[src/rtl/ureg_pkg.sv]
// rtl/ureg_pkg.sv - mode encodings shared by universal_register and its bench
package ureg_pkg;
  localparam int MODE_W = 3;
  localparam logic [MODE_W-1:0] MODE_HOLD   = 3'd0;
  localparam logic [MODE_W-1:0] MODE_LOAD   = 3'd1;
  localparam logic [MODE_W-1:0] MODE_SHL    = 3'd2;
  localparam logic [MODE_W-1:0] MODE_SHR    = 3'd3;
  localparam logic [MODE_W-1:0] MODE_INC    = 3'd4;
  localparam logic [MODE_W-1:0] MODE_DEC    = 3'd5;
  localparam logic [MODE_W-1:0] MODE_TOGGLE = 3'd6;
  localparam logic [MODE_W-1:0] MODE_JK     = 3'd7;
endpackage

[src/rtl/ureg_jk_cell.sv]
// rtl/ureg_jk_cell.sv - single-bit JK next-state: 00 hold, 01 clear, 10 set, 11 toggle
module ureg_jk_cell (
  input  logic q,
  input  logic j,
  input  logic k,
  output logic q_next
);
  assign q_next = (j & ~q) | (~k & q);
endmodule

[src/rtl/universal_register.sv]
// rtl/universal_register.sv - multi-mode hold/load/shift/count/toggle/JK register
// UREG_SATURATE_EN: INC/DEC stop at the boundary instead of wrapping.
module universal_register
  import ureg_pkg::*;
#(
  parameter int WIDTH = 8
) (
  input  logic              clk,
  input  logic              ar,
  input  logic              en,
  input  logic [MODE_W-1:0] mode,
  input  logic [WIDTH-1:0]  d,
  input  logic [WIDTH-1:0]  j,
  input  logic [WIDTH-1:0]  k,
  input  logic              ser_in,
  output logic [WIDTH-1:0]  q,
  output logic [WIDTH-1:0]  qhat,
  output logic              ser_out,
  output logic              tc,
  output logic              ovf
);
  localparam logic [WIDTH-1:0] ONE = WIDTH'(1);

  logic [WIDTH-1:0] jk_next;
  logic [WIDTH-1:0] shl_next;
  logic [WIDTH-1:0] shr_next;
  logic [WIDTH-1:0] nxt;
  logic             all_ones;
  logic             all_zero;

  for (genvar i = 0; i < WIDTH; i++) begin : g_jk
    ureg_jk_cell u_cell (
      .q      (q[i]),
      .j      (j[i]),
      .k      (k[i]),
      .q_next (jk_next[i])
    );
  end

  // A one-bit register has no neighbour bits to shift, so both directions just take ser_in.
  if (WIDTH == 1) begin : g_shift_w1
    assign shl_next = {WIDTH{ser_in}};
    assign shr_next = {WIDTH{ser_in}};
  end else begin : g_shift
    assign shl_next = {q[WIDTH-2:0], ser_in};
    assign shr_next = {ser_in, q[WIDTH-1:1]};
  end

  assign all_ones = &q;
  assign all_zero = ~|q;
  assign qhat     = ~q;
  assign tc       = ((mode == MODE_INC) && all_ones) || ((mode == MODE_DEC) && all_zero);

  always_comb begin
    ser_out = 1'b0;
    if (mode == MODE_SHL) ser_out = q[WIDTH-1];
    else if (mode == MODE_SHR) ser_out = q[0];
  end

  always_comb begin
    nxt = q;
    case (mode)
      MODE_HOLD:   nxt = q;
      MODE_LOAD:   nxt = d;
      MODE_SHL:    nxt = shl_next;
      MODE_SHR:    nxt = shr_next;
`ifdef UREG_SATURATE_EN
      MODE_INC:    nxt = all_ones ? q : q + ONE;
      MODE_DEC:    nxt = all_zero ? q : q - ONE;
`else
      MODE_INC:    nxt = q + ONE;
      MODE_DEC:    nxt = q - ONE;
`endif
      MODE_TOGGLE: nxt = q ^ d;
      MODE_JK:     nxt = jk_next;
      default:     nxt = q;
    endcase
  end

  always_ff @(posedge clk or posedge ar) begin
    if (ar) begin
      q   <= '0;
      ovf <= 1'b0;
    end else begin
      if (en) q <= nxt;
      ovf <= en & tc;
    end
  end
endmodule

[config.mk]
export PLATFORM = sky130hd
export DESIGN_NAME = universal_register
export DESIGN_NICKNAME = d
export VERILOG_FILES = /design/src/rtl/ureg_pkg.sv /design/src/rtl/ureg_jk_cell.sv /design/src/rtl/universal_register.sv
export SDC_FILE = /design/constraint.sdc
export NUM_CORES = 1
export LEC_CHECK = 0
export CAP_MARGIN = 20
export CELL_PAD_IN_SITES_DETAIL_PLACEMENT = 0
export CELL_PAD_IN_SITES_GLOBAL_PLACEMENT = 1
export CORE_UTILIZATION = 27
export DETAILED_ROUTE_END_ITERATION = 10
export GPL_ROUTABILITY_DRIVEN = 0
export PLACE_DENSITY = 0.67
export SLEW_MARGIN = 10
export SYNTH_ARGS = -nofsm -noshare
export SYNTH_HDL_FRONTEND = slang
export SYNTH_SLANG_ARGS = --single-unit
[constraint.sdc]
create_clock -name clk -period 5.45 [get_ports clk]
set_clock_uncertainty 0.1 [all_clocks]
set_input_delay 0.8175 -clock clk [delete_from_list [all_inputs] [get_ports clk]]
set_output_delay 0.8175 -clock clk [all_outputs]
set_load 0.01 [all_outputs]
======== Word-level counts from Yosys, hierarchy flattened ========
Index checks and enable logic that the tools add are counted.
operators by class
  add/subtract/negate cells ............... 2
  equal/unequal tests ..................... 7
  multiplexer cells ....................... 3
  bitwise operators ....................... 44
  reduce and logical (&&, ||, !) cells .... 8
operators with widths
  cell                                                                    number
  8-bit case mux with 7 select lines                                      1
  1-bit bitwise AND                                                       17
  1-bit inverter                                                          17
  3-bit equality test (second input constant)                             4
  8-bit by 1-bit adder with 8-bit output (second input constant)          1
  8-bit inverter                                                          1
  1-bit bitwise OR                                                        8
  8-bit AND reduction                                                     1
  8-bit OR reduction                                                      1
  8-bit by 1-bit subtractor with 8-bit output (second input constant)     1
  8-bit bitwise XOR                                                       1
  3-bit by 2-bit equality test with 1-bit output (second input constant)  2
  3-bit by 1-bit equality test with 1-bit output (second input constant)  1
  3-bit logical NOT                                                       1
  1-bit logical AND                                                       2
  1-bit 2-to-1 mux                                                        2
  2-bit AND reduction                                                     1
  1-bit logical NOT                                                       1
  1-bit logical OR                                                        1
word-level totals
  register bits after elaboration ......... 9
  input port bits ......................... 31
  output and inout bits ................... 19

======== Logic depth before layout (Yosys ltp) ========
  depth in word-level cells ............... 5
  depth in mapped cells ................... 10

======== Hierarchy ========
Synthesis repeated with hierarchy kept, for this count alone.
second synthesis, totals
  cells, all modules ...................... 159
  area total of the unflattened synthesis .. 1,330.0 sq um
by module, submodules not included
  module              instances  cells an instance  area an instance (sq um)
  universal_register  1          143                1,219.9
  ureg_jk_cell        8          2                  13.8

======== Worst setup path after synthesis ========
Ideal clock, no wire load.
  kind .................................... in2reg
  from .................................... input port mode[0]
  to ...................................... register q[5]
  setup time .............................. 0.094 ns
  arrival time ............................ 2.869 ns
  required time ........................... 5.256 ns
  slack ................................... 2.387 ns
  stages on the path ...................... 10
  path buffers ............................ 3
  path through ............................ clkbuf_8 > buf_4 > buf_2 > and2_1 > ha_1 > o21ai_1 > or4b_1 > a21oi_1 > nor2_1 > a221oi_2
between the ends
  word-level cells in the longest chain between the ends .. 3
  elaborated cells between the ends (all ways) .. 11
  classes of those cells .................. 7 x eq/ne; 1 x mux; 1 x bitwise; 2 x reduce/logical
RTL lines
  element                                                                                     RTL line                  text
  start: declaration                                                                          universal_register.sv:11  input logic [MODE_W-1:0] mode,
  parallel branches: the longest is 3 deep, another holds 8-bit case mux with 7 select lines  --
  end signal: assignment                                                                      universal_register.sv:85  if (en) q <= nxt;
  end: declaration                                                                            universal_register.sv:16  output logic [WIDTH-1:0] q,
Several ways; the timed one is not identified.
A chain may end at the register's enable or synchronous reset.

======== Worst setup path in the final report ========
  from .................................... input port mode[2]
  to ...................................... output port tc
between the ends
  word-level cells in the longest chain between the ends .. 3
  elaborated cells between the ends (all ways) .. 5
  classes of those cells .................. 2 x eq/ne; 3 x reduce/logical
RTL lines
  element               RTL line                  text
  3-bit equality test   universal_register.sv:52  assign tc = ((mode == MODE_INC) && all_ones) || ((mode == MODE_DEC) && all_zero);
  1-bit logical AND     universal_register.sv:52
  1-bit logical OR (*)  universal_register.sv:52
  end: declaration      universal_register.sv:19  output logic tc,
Every way passes the cells marked *; elsewhere a longest branch is shown, timed or not.

==> flow_summary_export.csv <==
group,metric,value,unit
timing,hold_viol,0,
setup_path,cp_max_fo,17,
placement,io_buffer_count,49,
setup_path,rr_endpoint,"q[6]",
timing,fmax,250,MHz
setup_path,cp-startpoint,"mode[2]",
power,leakage,0.758,nW
synthesis,yosys_warnings,0,
timing,finalSetupViolCount,0,
cts,cts_made_buffers,3,
timing,finalSetupTns,0,ns
cts,cts.sinks,9,
cts,root_buffer,"clkbuf_8",
timing,grt_setup_unrepaired,"no",
die,dieArea,5410,sq um
power,power_frac_comb,0.552,
final_layout,final_nets,251,
cts,htreeDepth,1,
synthesis,synth_edf_count,0,
die,io_pins,50,
cts,cts_resized,0,
power,power.internal,0.000256,W
synthesis,synth.net_count,214,
timing,worst_slew_pin_slew,0.835,ns
cts,clk_pin_slew,0.05,ns
setup_path,reg2reg_depth,6,
die,die_y,73.5,microns
synthesis,synth_top_area_cell,"dfrtp_1",
drt,drt_iter0_markers,63,
die,die_w,73.5,microns
cts,clockBufferDepth,2,
final_layout,area.growth.synth_to_final,35.6,%
cts,cts_setup_buffers,0,
final_layout,fin_cells,279,
drt,antenna_left,0,
synthesis,synth_flop_cell,"dfrtp_1",
timing,slew_viol_final,0,
drt,drc,0,
setup_path,r2r_setup_slack,3.20,ns
synthesis,synthTopCellsByArea,"dfrtp_1 (16%), mux2i_1 (12%), buf_4 (5.4%), ha_1 (5.4%), nand2_1 (4.6%)",
cts,cts_hold_buf,0,
timing,fin_crit_sh,0.735,
job,drv_cap,0,
global_route,grt_pass1_wl,6.62,mm
drt,num_vias,1410,
die,coreArea,4820,sq um
synthesis,yosysSeqAreaShare,0.163,
power,p_seq_frac,0.267,
power,p_per_area,228,nW/um^2
setup_path,crit_path_end_kind,"output port",
drt,wirelength,4.08,mm
global_route,antenna_found_initial,0,
timing,timing.hold.ws,0.607,ns
placement,dpl.cell_count,275,
synthesis,avgSynthCellArea,7.85,sq um
timing,finalCriticalPeriod,4.00,ns
power,p_switching,0.000172,W
drt,wl_per_cell,14.6,microns
drt,dr.pass1.iters,4,
setup_path,critPathCapture,"tc",
synthesis,yosys-top-cells-count,"mux2i_1 (17), nand2_1 (17), nor2_1 (12)",
synthesis,synth_cells,176,
cts,cts_tree,"yes",
synthesis,yosysUniqueCellTypes,46,
cts,clk_latency,0.23,ns
global_route,grt.overflow.total,0,
global_route,grt_pass1_vias,1342,
drt,vias_per_cell,5.05,
run_status,status,"complete, no violations",
synthesis,synth_top_area_frac,0.163,
global_route,grt_max_degree,21,
final_layout,antenna_cells,0,
setup_path,startpoint_type,"input pin",
synthesis,synth_seq_cells,9,
synthesis,async_flop_share,1.00,
setup_path,worstSetupPathType,"in2out",
setup_path,crit_required,4.53,ns
worst_hold_path,hold_class,"reg2reg",
power,switching_share,0.403,
global_route,grt_usage,0.159,
final_layout,drive_gt1_frac,0.0613,
setup_path,reg2reg_from,"q[0]",
power,ir_drop,0.0735,mV
setup_path,arrival,3.09,ns
placement,dp_hpwl,3.10,mm
die,start_util,0.287,
power,p_clk_frac,0.181,
die,rows,25,
timing,slew_headroom,0.442,
synthesis,syn_area,1380,sq um
==> how the worst min path moves through the flow <==
stage          start  endpoint  depth (start not counted)  slack (ns)
2_1_floorplan   q[1]      q[1]                          2        0.49
3_3_place_gp    q[7]      q[7]                          2        0.59
3_5_place_dp    q[7]      q[7]                          2        0.60
4_1_cts         q[7]      q[7]                          2        0.61
5_1_grt         q[7]      q[7]                          2        0.63
6_report        q[7]      q[7]                          2        0.61
==> layout make-up <==
cell class / instances / area (sq um)
fill: 513 / 2940
multi-input combinational: 137 / 965
sequential: 9 / 225
clock buffer: 4 / 45.0
tap: 67 / 83.8
timing repair buffer: 53 / 520
inverter: 9 / 33.8
==> layout by cell type, fill, tap and decap left out, types with 3 or more instances in the layout <==
cell	count
clkdlybuf4s50_1	49
mux2i_1	17
a211oi_1	5
clkbuf_8	3
a21oi_1	10
xor2_1	3
buf_4	4
nand2_1	17
o21ai_0	7
nand4_1	4
o31ai_1	4
a221oi_1	4
nor2b_1	3
inv_1	9
a31oi_1	5
nor2_1	12
dfrtp_1	9
ha_1	6
nand2b_1	4
o22ai_1	6
==> routing by layer <==
layer  track usage  vias up  wire, microns
li1              -      714              -
met3        0.0137        2            215
met4        0.0449        0             31
met5             0        -              0
met1         0.226      653           1930
met2         0.256       41           1900
==> metrics by stage <==
stage	instance area, sq um	total power [W]	setup slack, ns	util
floorplan	1380	0.000264	2.39	-
CTS	1870	0.000434	1.46	0.389
detailed placement	1830	0.000354	1.46	0.379
global route	1870	0.000464	1.25	0.389
global placement	1830	0.000355	1.48	0.379
finish	1870	0.000428	1.45	0.389
==> state kept, by name, indices dropped and copies added, names as in the netlist <==
name / cells
ovf: 1
q: 8
==> cell families (layout without fill, tap and decap cells) <==
| logic type | Yosys count | after routing | synth area share |
|---|---|---|---|
| adder cells (fa/ha/maj) | 7 | 7 | 0.0688 |
| AND/OR/NAND/NOR | 55 | 55 | 0.199 |
| XOR/XNOR | 5 | 5 | 0.0317 |
| buffers and inverters | 30 | 66 | 0.139 |
| multiplexers | 18 | 18 | 0.131 |
| flip-flops | 9 | 9 | 0.163 |
| AO/OA/AOI/OAI | 52 | 52 | 0.267 |
==> power by group through the flow <==
stage | clock network, W | registers (W) | logic, W
floorplan | 0 | 0.0000982 | 0.000166
global placement | 0 | 0.000117 | 0.000238
detailed placement | 0 | 0.000116 | 0.000237
CTS | 0.0000803 | 0.000115 | 0.000238
global route | 0.0000851 | 0.000119 | 0.000260
finish | 0.0000774 | 0.000114 | 0.000236
==> worst max-delay path: stages <==
cell	delay [ns]
clkdlybuf4s50_1	0.86
or2b_2	0.37
nor4_1	0.28
nand3_1	0.11
nand2_1	0.11
clkdlybuf4s50_1	0.54
(Power assumes the default switching activity.)
